## src/rtl/alu_control_md.sv

```systemverilog
// EX-stage ALU control: registered ALUOp/funct decode plus an iterative
// multiply/divide sequencer that owns the HI/LO registers.
module alu_control_md #(
    parameter int DATA_W = 32,
    parameter int CNT_W  = $clog2(DATA_W) + 1
) (
    input  logic              clk,
    input  logic              rst_n,
    input  logic              InValid,
    input  logic [1:0]        ALUOp,
    input  logic [5:0]        FuncCode,
    input  logic [DATA_W-1:0] OpA,
    input  logic [DATA_W-1:0] OpB,
    input  logic              Flush,
    output logic [3:0]        ALUCtl,
    output logic              CtlValid,
    output logic              Illegal,
    output logic [DATA_W-1:0] HiLoOut,
    output logic              HiLoValid,
    output logic              Stall
);

    typedef enum logic [1:0] {S_IDLE, S_RUN, S_FIX} state_t;

    state_t                state_q, state_d;
    logic [CNT_W-1:0]      cnt_q;
    logic [2*DATA_W:0]     acc_q;
    logic [DATA_W-1:0]     opb_q;
    logic                  div_q, dz_q, neg_lo_q, neg_hi_q;
    logic [DATA_W-1:0]     hi_q, lo_q;
    logic [3:0]            alu_ctl_q;
    logic                  ctl_valid_q, illegal_q, hilo_valid_q;
    logic [DATA_W-1:0]     hilo_out_q;

    // Returns {illegal, ctl}.
    function automatic logic [4:0] decode(input logic [1:0] op, input logic [5:0] fn);
        logic [4:0] r;
        r = 5'b0_0000;
        case (op)
            2'b00: r = 5'd2;
            2'b01: r = 5'd6;
            2'b11: r = 5'd15;
            default: begin
                case (fn)
                    6'b100000, 6'b100001: r = 5'd2;
                    6'b100010, 6'b100011: r = 5'd6;
                    6'b100100, 6'b001100: r = 5'd0;
                    6'b100101, 6'b001101: r = 5'd1;
                    6'b101010, 6'b001010: r = 5'd7;
                    6'b000100: r = 5'd9;
                    6'b100111: r = 5'd3;
                    6'b100110, 6'b001110: r = 5'd4;
                    6'b001111: r = 5'd8;
                    6'b000110: r = 5'd11;
                    6'b000111: r = 5'd13;
                    6'b000000: r = 5'd5;
                    6'b000010: r = 5'd10;
                    6'b000011: r = 5'd12;
                    6'b001001: r = 5'd15;
                    6'b011000, 6'b011001, 6'b011010, 6'b011011,
                    6'b010000, 6'b010001, 6'b010010, 6'b010011: r = 5'd0;
                    default: r = 5'b1_0000;
                endcase
            end
        endcase
        return r;
    endfunction

    function automatic logic [DATA_W-1:0] magnitude(input logic [DATA_W-1:0] v, input logic sgn);
        logic signed [DATA_W-1:0] s;
        s = v;
        return (sgn && s < 0) ? (~v + 1'b1) : v;
    endfunction

    function automatic logic [DATA_W-1:0] apply_sign(input logic [DATA_W-1:0] v, input logic neg);
        return neg ? (~v + 1'b1) : v;
    endfunction

    function automatic logic [2*DATA_W-1:0] apply_sign2(input logic [2*DATA_W-1:0] v, input logic neg);
        return neg ? (~v + 1'b1) : v;
    endfunction

    logic       is_md, is_mfmt, is_mf, is_mt, accept, start, op_signed, a_neg, b_neg, b_zero;
    logic [4:0] dec;

    // funct only carries meaning for R-type, so HI/LO ops are recognised only under ALUOp=10.
    assign is_md     = (ALUOp == 2'b10) && (FuncCode[5:2] == 4'b0110);
    assign is_mfmt   = (ALUOp == 2'b10) && (FuncCode[5:2] == 4'b0100);
    assign is_mf     = is_mfmt & ~FuncCode[0];
    assign is_mt     = is_mfmt & FuncCode[0];
    assign Stall     = InValid & (state_q != S_IDLE) & (is_md | is_mfmt);
    assign accept    = InValid & ~Stall & ~Flush;
    assign start     = accept & is_md;
    assign dec       = decode(ALUOp, FuncCode);
    assign op_signed = ~FuncCode[0];
    assign a_neg     = op_signed & OpA[DATA_W-1];
    assign b_neg     = op_signed & OpB[DATA_W-1];
    assign b_zero    = (OpB == '0);

    // One shift-add or restoring-subtract step on the {upper, lower} accumulator.
    logic [DATA_W:0]   mul_sum, div_shift, div_diff;
    logic              div_ok;
    logic [2*DATA_W:0] mul_next, div_next;

    assign mul_sum   = acc_q[2*DATA_W:DATA_W] + (acc_q[0] ? {1'b0, opb_q} : '0);
    assign mul_next  = {mul_sum, acc_q[DATA_W-1:0]} >> 1;
    assign div_shift = {acc_q[2*DATA_W-1:DATA_W], acc_q[DATA_W-1]};
    assign div_ok    = div_shift >= {1'b0, opb_q};
    assign div_diff  = div_shift - {1'b0, opb_q};
    assign div_next  = div_ok ? {div_diff, acc_q[DATA_W-2:0], 1'b1}
                              : {div_shift, acc_q[DATA_W-2:0], 1'b0};

    // With a zero divisor every step succeeds, leaving |A| as remainder; its
    // dividend-sign correction then restores HI = OpA.
    logic [2*DATA_W-1:0] prod;
    logic [DATA_W-1:0]   fix_hi, fix_lo;

    assign prod   = apply_sign2(acc_q[2*DATA_W-1:0], neg_lo_q);
    assign fix_hi = div_q ? apply_sign(acc_q[2*DATA_W-1:DATA_W], neg_hi_q) : prod[2*DATA_W-1:DATA_W];
    assign fix_lo = div_q ? (dz_q ? '1 : apply_sign(acc_q[DATA_W-1:0], neg_lo_q)) : prod[DATA_W-1:0];

    always_comb begin
        state_d = state_q;
        case (state_q)
            S_IDLE:  if (start) state_d = S_RUN;
            S_RUN:   if (Flush) state_d = S_IDLE;
                     else if (cnt_q == CNT_W'(1)) state_d = S_FIX;
            S_FIX:   state_d = S_IDLE;
            default: state_d = S_IDLE;
        endcase
    end

    always_ff @(posedge clk) begin
        if (!rst_n) begin
            state_q      <= S_IDLE;
            cnt_q        <= '0;
            acc_q        <= '0;
            opb_q        <= '0;
            div_q        <= 1'b0;
            dz_q         <= 1'b0;
            neg_lo_q     <= 1'b0;
            neg_hi_q     <= 1'b0;
            hi_q         <= '0;
            lo_q         <= '0;
            alu_ctl_q    <= '0;
            ctl_valid_q  <= 1'b0;
            illegal_q    <= 1'b0;
            hilo_valid_q <= 1'b0;
            hilo_out_q   <= '0;
        end else begin
            state_q      <= state_d;
            ctl_valid_q  <= accept;
            illegal_q    <= accept & dec[4];
            hilo_valid_q <= accept & is_mf;
            if (accept) alu_ctl_q <= dec[3:0];
            if (accept && is_mf) hilo_out_q <= FuncCode[1] ? lo_q : hi_q;
            if (accept && is_mt) begin
                if (FuncCode[1]) lo_q <= OpA;
                else             hi_q <= OpA;
            end
            if (start) begin
                acc_q    <= {{(DATA_W+1){1'b0}}, magnitude(OpA, op_signed)};
                opb_q    <= magnitude(OpB, op_signed);
                cnt_q    <= CNT_W'(DATA_W);
                div_q    <= FuncCode[1];
                dz_q     <= FuncCode[1] & b_zero;
                neg_lo_q <= (a_neg ^ b_neg) & ~(FuncCode[1] & b_zero);
                neg_hi_q <= a_neg;
            end else if (state_q == S_RUN && !Flush) begin
                acc_q <= div_q ? div_next : mul_next;
                cnt_q <= cnt_q - 1'b1;
            end
            if (state_q == S_FIX && !Flush) begin
                hi_q <= fix_hi;
                lo_q <= fix_lo;
            end
        end
    end

    assign ALUCtl    = alu_ctl_q;
    assign CtlValid  = ctl_valid_q;
    assign Illegal   = illegal_q;
    assign HiLoOut   = hilo_out_q;
    assign HiLoValid = hilo_valid_q;

endmodule

```

## config.mk

```make
export PLATFORM = sky130hd
export DESIGN_NAME = alu_control_md
export DESIGN_NICKNAME = d
export VERILOG_FILES = /design/src/rtl/alu_control_md.sv
export SDC_FILE = /design/constraint.sdc
export NUM_CORES = 1
export LEC_CHECK = 0
export ABC_AREA = 1
export BUFFER_PORTS_ARGS = -buffer_cell sky130_fd_sc_hd__buf_2
export CAP_MARGIN = 0
export CELL_PAD_IN_SITES_DETAIL_PLACEMENT = 1
export CELL_PAD_IN_SITES_GLOBAL_PLACEMENT = 1
export CORE_UTILIZATION = 30
export CTS_CLUSTER_SIZE = 16
export DETAILED_ROUTE_END_ITERATION = 6
export GPL_TIMING_DRIVEN = 0
export PLACE_DENSITY_LB_ADDON = 0.08
export RECOVER_POWER = 100
export SYNTH_ARGS = -nofsm -noshare
export SYNTH_HDL_FRONTEND = slang
export SYNTH_SLANG_ARGS = --single-unit
```

## constraint.sdc

```tcl
create_clock -name clk -period 3.8 [get_ports clk]
set_input_delay 0.76 -clock clk [delete_from_list [all_inputs] [get_ports clk]]
set_output_delay 0.76 -clock clk [all_outputs]
set_load 0.05 [all_outputs]
```

**Yosys cells after proc, flatten, opt, wreduce, memory -nomap -nowiden**

Memory sizes are Yosys's and may differ from the RTL's.
Cells that the tools add are included.

- Register bits: 212
- Bits in read-only memories: 320
- Input port bits: 76
- Output and inout port bits: 40
- Word-level logic and storage cells: 112
- Memories kept: 1

- Add/subtract/negate cells: 8
- Order comparisons: 3
- Equal/unequal tests: 11
- Muxes and demuxes: 27
- Bitwise logic cells: 25
- Reduce and logical (&&, ||, !) cells: 20

Memories:

| memory | words | width | rd ports | clocked after memory_dff | wr ports | RTL line | text |
|---|---|---|---|---|---|---|---|
| (no name shown) | 64 | 5 | 1 | 0 | 0 | 44 | `case (fn)` |

Operator list:

| kind | number |
|---|---|
| 32-bit 2-to-1 mux | 17 |
| 65-bit 2-to-1 mux | 2 |
| 32-bit by 1-bit adder with 32-bit output, second input constant | 4 |
| 32-bit inverter | 4 |
| 64-bit by 1-bit adder with 64-bit output, second input constant | 1 |
| 32-bit by 1-bit < comparator with 1-bit output, second input constant | 2 |
| 64-bit 2-to-1 mux | 1 |
| 64-bit inverter | 1 |
| 33-bit by 32-bit adder with 33-bit output | 1 |
| 33-bit by 32-bit greater-or-equal comparator with 1-bit output | 1 |
| 33-bit by 32-bit subtractor with 33-bit output | 1 |
| 32-bit zero test | 1 |
| 5-bit case mux with 3 select lines | 1 |
| 1-bit bitwise AND | 13 |
| 6-bit 2-to-1 mux | 2 |
| 4-bit by 3-bit == test with 1-bit output, second input constant | 2 |
| 1-bit logical AND | 8 |
| 2-bit nonzero test | 4 |
| 2-bit == test, second input constant | 3 |
| 6-bit by 1-bit == test with 1-bit output, second input constant | 1 |
| 2-bit 2-to-1 mux | 3 |
| 2-bit AND reduction | 3 |
| 6-bit by 1-bit subtractor with 6-bit output, second input constant | 1 |
| 1-bit inverter | 5 |
| 10 further kinds | 12 |

**Longest topological paths before layout**

Gate-level depths: netlist (run 1).

- Depth in word-level cells: 10
- Depth in mapped cells: 20
- Depth with buffers taken out: 18

**Worst setup path after synthesis (run 1)**

No wires, ideal clock.

- Path kind: reg2reg
- Start: register acc_q[0]
- End: register acc_q[53]
- Setup time: 0.117 ns
- Arrival time: 2.346 ns
- Required time: 3.683 ns
- Slack: 1.337 ns
- Stages on the path, launching flop included: 20
- Buffers on the path: 2
- Clock period less this slack: 2.463 ns
- Cell sequence: dfxtp_1 > buf_2 > buf_1 > nand2_1 > inv_1 > ha_1 > fa_1 > nand2_1 > nand2_1 > nand3b_1 > nand2_1 > nand2_1 > nand2_1 > nand2_1 > nand2_1 > or2_2 > nand3_1 > o21ai_0 > nor2_1 > nor2_1

- Longest elaborated chain between the ends: 3

RTL lines:

| element | RTL line | text |
|---|---|---|
| start, declared | 27 | `logic [2*DATA_W:0] acc_q;` |
| start signal, assigned | 162 | `acc_q <= {{(DATA_W+1){1'b0}}, magnitude(OpA, op_signed)};` |
| start signal, assigned | 170 | `acc_q <= div_q ? div_next : mul_next;` |
| 32-bit 2-to-1 mux | 105 | `assign mul_sum = acc_q[2*DATA_W:DATA_W] + (acc_q[0] ? {1'b0, opb_q} : '0);` |
| 33-bit by 32-bit adder with 33-bit output | 105 |  |
| 65-bit 2-to-1 mux | 170 |  |

Every way passes these cells.
A chain may end at the register's enable or synchronous reset.

**Worst setup path in the final report (run 1)**

- Start: input FuncCode[0]
- End: register acc_q[28]

- Longest elaborated chain between the ends: 4

RTL lines:

| element | RTL line | text |
|---|---|---|
| start, declared | 11 | `input logic [5:0] FuncCode,` |
| 1-bit inverter | 95 | `assign op_signed = ~FuncCode[0];` |
| 1-bit logical AND | 72 | `return (sgn && s < 0) ? (~v + 1'b1) : v;` |
| 32-bit 2-to-1 mux | 72 |  |
| 32-bit 2-to-1 mux | 161 | `if (start) begin` |

Every way passes these cells.

==> results of run 1 <==
-- flip-flops by register name (all words and copies together), names as in the netlist --
register	flops
ALUCtl	4
hi_q	32
acc_q	65
opb_q	32
HiLoValid	1
neg_lo_q	1
dz_q	1
lo_q	32
CtlValid	1
state_q	2
HiLoOut	32
cnt_q	6
div_q	1
Illegal	1
neg_hi_q	1
-- worst reg2reg max path: stages (launching register included) --
cell,delay (ns)
dfxtp_1,0.80
ha_1,0.45
nand2_1,0.13
inv_1,0.08
nand3_1,0.19
nor2_1,0.07
nand2_1,0.08
nand3_2,0.06
nor2_1,0.38
nand2_1,0.33
clkbuf_2,0.33
nand3_1,0.24
nand3_1,0.12
a21oi_1,0.14
-- worst paths after layout --
kind / start / end / depth (start not counted)
worst min register to register: HiLoOut[22] / HiLoOut[22] / 2
worst min-delay path: ALUOp[0] / ALUCtl[2] / 3
worst max-delay path: FuncCode[0] / acc_q[28] / 12
worst max register to register: acc_q[60] / acc_q[40] / 13
-- synthesized netlist by cell type, types with 3 or more instances --
cell and n:
a211oi_1 5, a21o_1 6, a21oi_1 246, a31oi_1 47
and2_1 5, buf_1 14, buf_2 37, buf_4 9
buf_6 4, clkbuf_1 64, clkinv_1 3, dfxtp_1 212
ha_1 74, inv_1 493, inv_2 14, nand2_1 898
nand2_2 8, nand3_1 264, nand3_2 8, nand3b_1 12
nand4_1 51, nor2_1 272, nor2_2 8, nor2_4 7
nor3_1 45, nor3_2 4, nor4_1 5, o211ai_1 57
o21a_1 3, o21ai_0 227, o21ai_1 16, o21ai_2 3
o21bai_1 7, o221ai_1 5, o22ai_1 38, o31ai_1 4
or2_2 11, xnor2_1 26, xor2_1 39
-- cell type report --
type / instances / area, um^2 / share of cell area
Sequential cell: 212 / 4240 / 0.199
Clock buffer: 41 / 822 / 0.0385
Inverter: 510 / 1910 / 0.0896
Buffer: 131 / 563 / 0.0263
Multi-Input combinational cell: 2422 / 12100 / 0.567
Timing Repair Buffer: 113 / 513 / 0.0240
Clock inverter: 12 / 153 / 0.00714
Tap cell: 837 / 1050 / 0.0490
-- cells by family (layout without fill, tap and decap cells) --
logic type | Yosys count | count (layout) | synth area share
AO/OA/AOI/OAI | 675 | 675 | 0.199
XOR/XNOR | 65 | 65 | 0.0300
adder cells (fa/ha/maj) | 76 | 76 | 0.0509
buffers and inverters | 641 | 807 | 0.133
flip-flops | 212 | 212 | 0.224
AND/OR/NAND/NOR | 1606 | 1606 | 0.363
-- through the flow --
step           setup WS [ns]  total power, mW  cells  hold slack, ns   util
3_3_place_gp          0.0167             2.92   4225           0.451  0.332
3_5_place_dp          0.0149             2.93   4225           0.455  0.332
6_report               0.158             5.75   4278           0.455  0.344
2_1_floorplan           1.34             2.63   3275           0.443      -
4_1_cts                0.418             5.79   4278           0.432  0.347
5_1_grt               0.0734             5.91   4278           0.480  0.344
-- report_power, final --
part | switching [mW] | internal (mW)
logic | 0.476 | 0.162
registers | 0.00957 | 2.23
clock network | 1.22 | 1.65
total | 1.71 | 4.04
-- routing by layer --
metal  vias up  wire, um  track usage
met5         -         0            0
met4         0      7330        0.199
met3       232      4750       0.0330
met2       689     52600        0.589
met1     11100     44300        0.391
li1      11000         -            -
==> metrics.yaml, run 1 <==
layout_commonest_cell: "nand2_1"
die-area_um2: 64200
ios: 116
finClkSkew_ns: 0.0386
antenna_found_initial: 3
cts_max_level: 1
setup-violations-final: 0
cp_max_fo: 10
p_leak_nw: 10.2
critPathSlowestCell: "clkbuf_1"
stdcell_area_um2: 21400
insertion_delay_ns: 0.62
placedInstanceArea_um2: 20600
grt_pass1_vias: 23200
ys_ff_latch: 212
synth_edf_count: 0
drc: 0
synth_nets: 3427
tritoncts: "yes"
syn-cell-area_um2: 19000
drtIter0Drc: 1487
hold_path.class: "in2reg"
cts_resized: 0
n_fill_cell: 8435
layout_common_cells: "nand2_1, inv_1, nor2_1"
dp_hpwl_um: 91500
synth_cell_types: 58
n_antenna_cell: 0
core-area_um2: 62100
critPathMaxStageDelay_ns: 0.83
path_class: "in2reg"
required_ns: 4.27
status: "finished clean"
vias: 23000
cts_buffers: 30
grt_usage: 0.334
synthArstFlopShare: 0
hold_buffers: 0
clk_transition_reported_paths_ns: 0.06
vdd_drop_max_v: 0.000358
r2r_slack_ns: 0.33
routed_via_density: 5.37
maxSlewHeadroom: 0.113
cp_num_buf_inv: 5
finalSetupTns_ns: 0
place_congestion: 1.04
grt_pass1_wl_um: 156000
numClockSinks: 212
timing.final.crit_share: 0.958
end_kind: "flip-flop"
dr.pass1.iters: 5
grt_max_degree: 17
slew_viol_final: 0
final-hold-violation-count: 0
start_kind: "input pin"
dieWidth_um: 253
maxCapViolCount: 0
synth_top_area_frac: 0.224
cpMostUsedCell: "nand2_1"
clock.fmax_ghz: 0.275
nets: 3572
synth_area_leaders: "dfxtp_1, nand2_1, inv_1"
crit_chain: "clkbuf_1 > clkbuf_1 > inv_1 > nand2_1 > inv_1 > buf_4 > o21ai_1 > o21ai_0 > nand2_1 > nand2_1 > nand2_1 > a21oi_1"
syn_to_final_growth_pct: 12.7
io_buffers: 113
tightest_slew_ns: 1.33
final_layout_size_suffix_gt1_frac: 0.0613
power_density_nw_per_um2: 269
seq_area_frac_synth: 0.224
wl_per_cell_um: 25.5
yosys_most_used_dff: "dfxtp_1"
cts_buffer_depth: 3
routed_wl_um: 109000
start_util: 0.306
netlist_instances: 3275
ant_nets: 0
ctsRootBufferMaster: "clkbuf_16"
synth.largest_area_cell: "dfxtp_1"
die_h_um: 253
yosys_warnings: 0
grt_overflow: 0
cts_setup_buffers: 0
path_delay_family: "buffers and inverters"
crit_arrival_ns: 4.11
layout_min_cycle_time_ns: 3.64
grt_setup_unrepaired: "false"
rows: 91
syn_area_per_cell_um2: 5.79
Note: power is estimated with default switching activity, not from simulation.
==> inputs of run 2 (changes only) <==
ABC_AREA = unset   (was 1)
==> metrics.yaml, run 2 <==
power_density_nw_per_um2: 303
syn-cell-area_um2: 16200
vdd_drop_max_v: 0.000294
ant_nets: 0
netlist_instances: 2117
grt_usage: 0.290
syn_to_final_growth_pct: 15.2
tightest_slew_ns: 1.05
final_cell_count_no_fill: 2975
r2r-end: "hi_q[13]"
tritoncts: "yes"
wl_met3_um: 3060
nets: 2416
power.share.switching: 0.277
crit_chain: "clkbuf_1 > or4_1 > buf_2 > or3_1 > a21oi_1 > nand3_1 > or2_2 > nor2_1 > nor3_1 > xnor2_1 > o22ai_1"
maxCapViolCount: 0
layout_common_cells: "nor2_1, dfxtp_1, a21oi_1"
wl_met2_um: 37700
drtIter0Drc: 1126
hold_buffers: 0
dr.pass1.iters: 7
finClkSkew_ns: 0.0206
layout_commonest_cell: "nor2_1"
die_h_um: 234
highest_layer: "met4"
setup-violations-final: 0
seqPwrFrac: 0.397
slew_viol_final: 0
numClockSinks: 212
vias: 17200
timing.final.crit_share: 0.982
synth.most_common_cell: "nor2_1"
synth.largest_area_cell: "dfxtp_1"
top_register: "acc_q"
yosys_most_used_dff: "dfxtp_1"
n_antenna_cell: 0
io_buffers: 113
wl_met1_um: 35800
required_ns: 4.23
critPathMaxStageDelay_ns: 0.65
cts_buffer_depth: 3
dp_hpwl_um: 64800
finalSetupTns_ns: 0
grt_max_degree: 15
p_leak_nw: 6.90
synth.top_cells.by_count: "nor2_1, dfxtp_1, a21oi_1, nand2_1, o21ai_0"
status: "complete, but fails checks"
final-hold-violation-count: 0
clkPwrFrac: 0.501
grt_pass1_vias: 17300
antenna_found_initial: 0
largest_reg_flops: 65
r2r-start: "acc_q[28]"
grt_pass1_wl_um: 117000
routed_wl_um: 80000
synth_cell_types: 89
clk_transition_reported_paths_ns: 0.06
start_util: 0.306
die-area_um2: 54800
p_comb_frac: 0.102
path_class: "reg2reg"
internal_power_mw: 4.08
cp_max_fo: 8
crit_path_start: "acc_q[28]"
rows: 84
cts_buffers: 29
grt_setup_unrepaired: "true"
place_congestion: 0.949
critPathSlowestCell: "xnor2_1"
violations: "design-rule violations"
maxSlewHeadroom: 0.297
synth_nets: 2269
r2r_slack_ns: 0.07
reg2regPathDepth: 11
core-area_um2: 52900
start_kind: "flip-flop"
synth_area_leaders: "dfxtp_1, nor2_1, a21oi_1"
crit_arrival_ns: 4.16
synthArstFlopShare: 0
ys_ff_latch: 212
hold_path.class: "reg2reg"
end_kind: "flip-flop"
endpoint: "hi_q[13]"
synth_top_area_frac: 0.263
cts_max_level: 1
ctsRootBufferMaster: "clkbuf_16"
seq_area_frac_synth: 0.263
layout_min_cycle_time_ns: 3.73
drc: 10
n_fill_cell: 6512
yosys_warnings: 0
synth_edf_count: 0
hold_ws_ns: 0.461
final_layout_size_suffix_gt1_frac: 0.0848
insertion_delay_ns: 0.59
grt_overflow: 0
wl_per_cell_um: 26.9
clock.fmax_ghz: 0.268
routed_via_density: 5.78
syn_area_per_cell_um2: 7.63
ios: 116
place_inst: 2918
dieWidth_um: 234
p_sw_mw: 1.56
finish.utilization: 0.352
## run 2: cell count changes in the layout (fill, tap and decap cells not counted), sizes merged, moves of 25 or more
cell and change:
a22oi +38, nand4 -43, inv -428, nor2 -31, mux2i +82, xnor2 +78, a21oi -60, nand2 -760
o21ai -103, clkbuf +40, a211oi +101, o211ai -41, a31oi -25, nand3 -236
## run 2: cell type report
class / count / area, um^2 / area share
Buffer: 145 / 594 / 0.0319
Clock buffer: 40 / 837 / 0.0450
Clock inverter: 14 / 128 / 0.00686
Inverter: 77 / 292 / 0.0157
Multi-Input combinational cell: 1680 / 11100 / 0.596
Sequential cell: 212 / 4250 / 0.228
Tap cell: 688 / 861 / 0.0462
Timing Repair Buffer: 119 / 558 / 0.0300
## run 2: power groups by stage
stage                     combinational, mW  clock (mW)  sequential [mW]
after global routing                  0.609        2.97             2.24
after detailed placement              0.562           0             2.29
after CTS                             0.570        2.85             2.24
after global placement                0.557           0             2.29
final                                 0.576        2.83             2.24
after floorplan                       0.289           0             2.30
## run 2: kinds of logic after synthesis
group | after synthesis | share of synthesized area
AO/OA/AOI/OAI | 717 | 0.290
XOR/XNOR | 165 | 0.0894
adder cells (fa/ha/maj) | 76 | 0.0598
buffers and inverters | 225 | 0.0547
flip-flops | 212 | 0.263
multiplexers | 90 | 0.0571
AND/OR/NAND/NOR | 632 | 0.187
## run 2: worst min path at each step
| stage | start | to | slack [ns] | depth (start not counted) |
|---|---|---|---|---|
| after floorplan | opb_q[0] | opb_q[0] | 0.45 | 2 |
| after global placement | ALUCtl[3] | ALUCtl[3] | 0.45 | 2 |
| after detailed placement | ALUCtl[0] | ALUCtl[0] | 0.46 | 2 |
| after CTS | ALUCtl[0] | ALUCtl[0] | 0.46 | 2 |
| after global routing | ALUCtl[0] | ALUCtl[0] | 0.50 | 2 |
| final | ALUCtl[0] | ALUCtl[0] | 0.46 | 2 |
## run 2: routing by layer
| metal | vias to the layer above | track usage |
|---|---|---|
| li1 | 8070 | - |
| met4 | 0 | 0.115 |
| met3 | 123 | 0.0309 |
| met2 | 415 | 0.492 |
| met1 | 8595 | 0.374 |
| met5 | - | 0 |
## run 2: repair_timing
| item | 4_1_cts | 5_1_grt |
|---|---|---|
| setup endpoints to repair | 83 | 20 |
| resized for setup | 11 | 16 |
| pin swaps | 3 | 0 |
| buffers inserted | 5 | 1 |
## run 2: metrics by stage
stage                     total power [mW]  area [um^2]  worst slack [ns]
after floorplan                       2.58        16200             0.704
after global placement                2.84        17600            -0.896
after detailed placement              2.85        17600            -0.980
after CTS                             5.66        18600            0.0262
after global routing                  5.81        18600           -0.0203
final                                 5.64        18600            0.0694
## run 2: critical path: cells and delay by family (launching register included)
| kind | cells | cell delay, ns |
|---|---|---|
| AND/OR/NAND/NOR | 6 | 1.67 |
| XOR/XNOR | 1 | 0.65 |
| AO/OA/AOI/OAI | 2 | 0.53 |
| buffers and inverters | 2 | 0.44 |
| flip-flops | 1 | 0.29 |
==> inputs of run 3 (changes only) <==
MAX_ROUTING_LAYER = met4   (was unset)
==> metrics.yaml, run 3 (synthesis results as in run 2) <==
status: "complete, but fails checks"
violations: "design-rule violations"
seq_area_um2: 4250
syn_to_final_growth_pct: 15.9
numClockSinks: 212
insertion_delay_ns: 0.60
tritoncts: "yes"
wl_per_cell_um: 27.0
min-delay-start: "OpB[9]"
hold_ws_ns: 0.473
path_delay_family: "simple AND/OR/NAND/NOR gates"
n_fill_cell: 6472
finClkSkew_ns: 0.0309
setup-violations-final: 0
largest_reg_flops: 65
p_leak_nw: 6.93
layout_min_cycle_time_ns: 3.71
vias: 17000
start_util: 0.306
tightest_slew_ns: 1.11
place_congestion: 0.971
core-area_um2: 52900
power_density_nw_per_um2: 319
layout_common_cells: "nor2_1, dfxtp_1, a21oi_1"
critPathSlowestCell: "or4_1"
maxCapViolCount: 0
maxSlewHeadroom: 0.260
placedInstanceArea_um2: 17600
grt_overflow: 0
path_class: "reg2reg"
routed_wl_um: 80300
timing.final.crit_share: 0.975
grt_max_degree: 16
top_register: "acc_q"
multi_input_area_um2: 11100
cts_buffers: 29
dpl_worst_slack_ns: -0.986
grt_usage: 0.298
drc: 10
layout_setup_ws_ns: 0.0943
final_cell_count_no_fill: 2975
hold_path.class: "in2reg"
ios: 116
final_layout_size_suffix_gt1_frac: 0.0818
cp_num_buf_inv: 2
die-area_um2: 54800
ctsRootBufferMaster: "clkbuf_16"
cts_buffer_depth: 3
dp_hpwl_um: 64900
vdd_drop_max_v: 0.000291
antenna_found_initial: 1
end_kind: "flip-flop"
clock.fmax_ghz: 0.270
nets: 2416
rows: 84
layout_commonest_cell: "nor2_1"
stdcell_area_um2: 18700
cp_max_fo: 10
io_buffers: 113
die_h_um: 234
clk_transition_reported_paths_ns: 0.06
crit_path_start: "acc_q[2]"
routed_via_density: 5.72
grt_pass1_wl_um: 117000
drtIter0Drc: 1158
critPathMaxStageDelay_ns: 0.73
dr.pass1.iters: 7
dieWidth_um: 234
place_inst: 2918
start_kind: "flip-flop"
grt_pass1_vias: 17100
slew_viol_final: 0
ant_nets: 0
required_ns: 4.26
final-hold-violation-count: 0
cts_max_level: 1
crit_arrival_ns: 4.16
r2r-start: "acc_q[2]"
crit_chain: "buf_6 > or4_4 > nor4_4 > nand3b_1 > or4_1 > o21ai_2 > buf_4 > o21ai_0 > xnor2_1 > o22ai_1"
finalPower_mw: 5.98
[run 3: path summary, 6_finish.rpt]
kind	end	slack [ns]	depth (start not counted)
setup / recovery	hi_q[16]	0.09	10
hold / removal	opb_q[9]	0.47	3
setup reg to reg	hi_q[16]	0.09	10
hold reg to reg	ALUCtl[0]	0.48	2
[run 3: final cells by class]
cell class,count,share of cell area
antenna,1,0.000134
buffer,147,0.0323
clock buffer,40,0.0436
clock inverter,13,0.0139
inverter,77,0.0156
multi-input combinational,1680,0.592
sequential,212,0.227
tap,688,0.0460
timing repair buffer,117,0.0297
[run 3: worst reg2reg max path, stage by stage (launching register included)]
cell and delay (ns):
dfxtp_1 0.31, buf_6 0.13, or4_4 0.57, nor4_4 0.27, nand3b_1 0.34, or4_1 0.73, o21ai_2 0.19, buf_4 0.19
o21ai_0 0.12, xnor2_1 0.54, o22ai_1 0.17
[run 3: routing by layer]
layer | up-vias | share of wire | GRT usage
met5 | - | 0 | -
met2 | 428 | 0.47 | 0.498
met1 | 8431 | 0.45 | 0.373
li1 | 8051 | - | -
met4 | 0 | 0.039 | 0.106
met3 | 120 | 0.039 | 0.0250
[run 3: where the power goes]
group | switching [mW] | leakage, nW | internal (mW) | total [mW]
sequential | 0.00670 | 1.71 | 2.23 | 2.24
combinational | 0.395 | 4.70 | 0.182 | 0.577
clock | 1.19 | 0.521 | 1.97 | 3.16
total | 1.59 | 6.93 | 4.39 | 5.98
[run 3: what timing repair did]
action,in CTS,in global routing
pin swaps,1,1
setup buffers,3,1
endpoints found under the setup margin,89,13
hold buffers,0,0
resized for setup,15,13
[run 3: per-stage QoR]
stage          utilization  TNS [ns]
2_1_floorplan            -         0
3_3_place_gp         0.333    -63.91
3_5_place_dp         0.333    -62.76
4_1_cts              0.354         0
5_1_grt              0.354   -0.0199
6_report             0.354         0
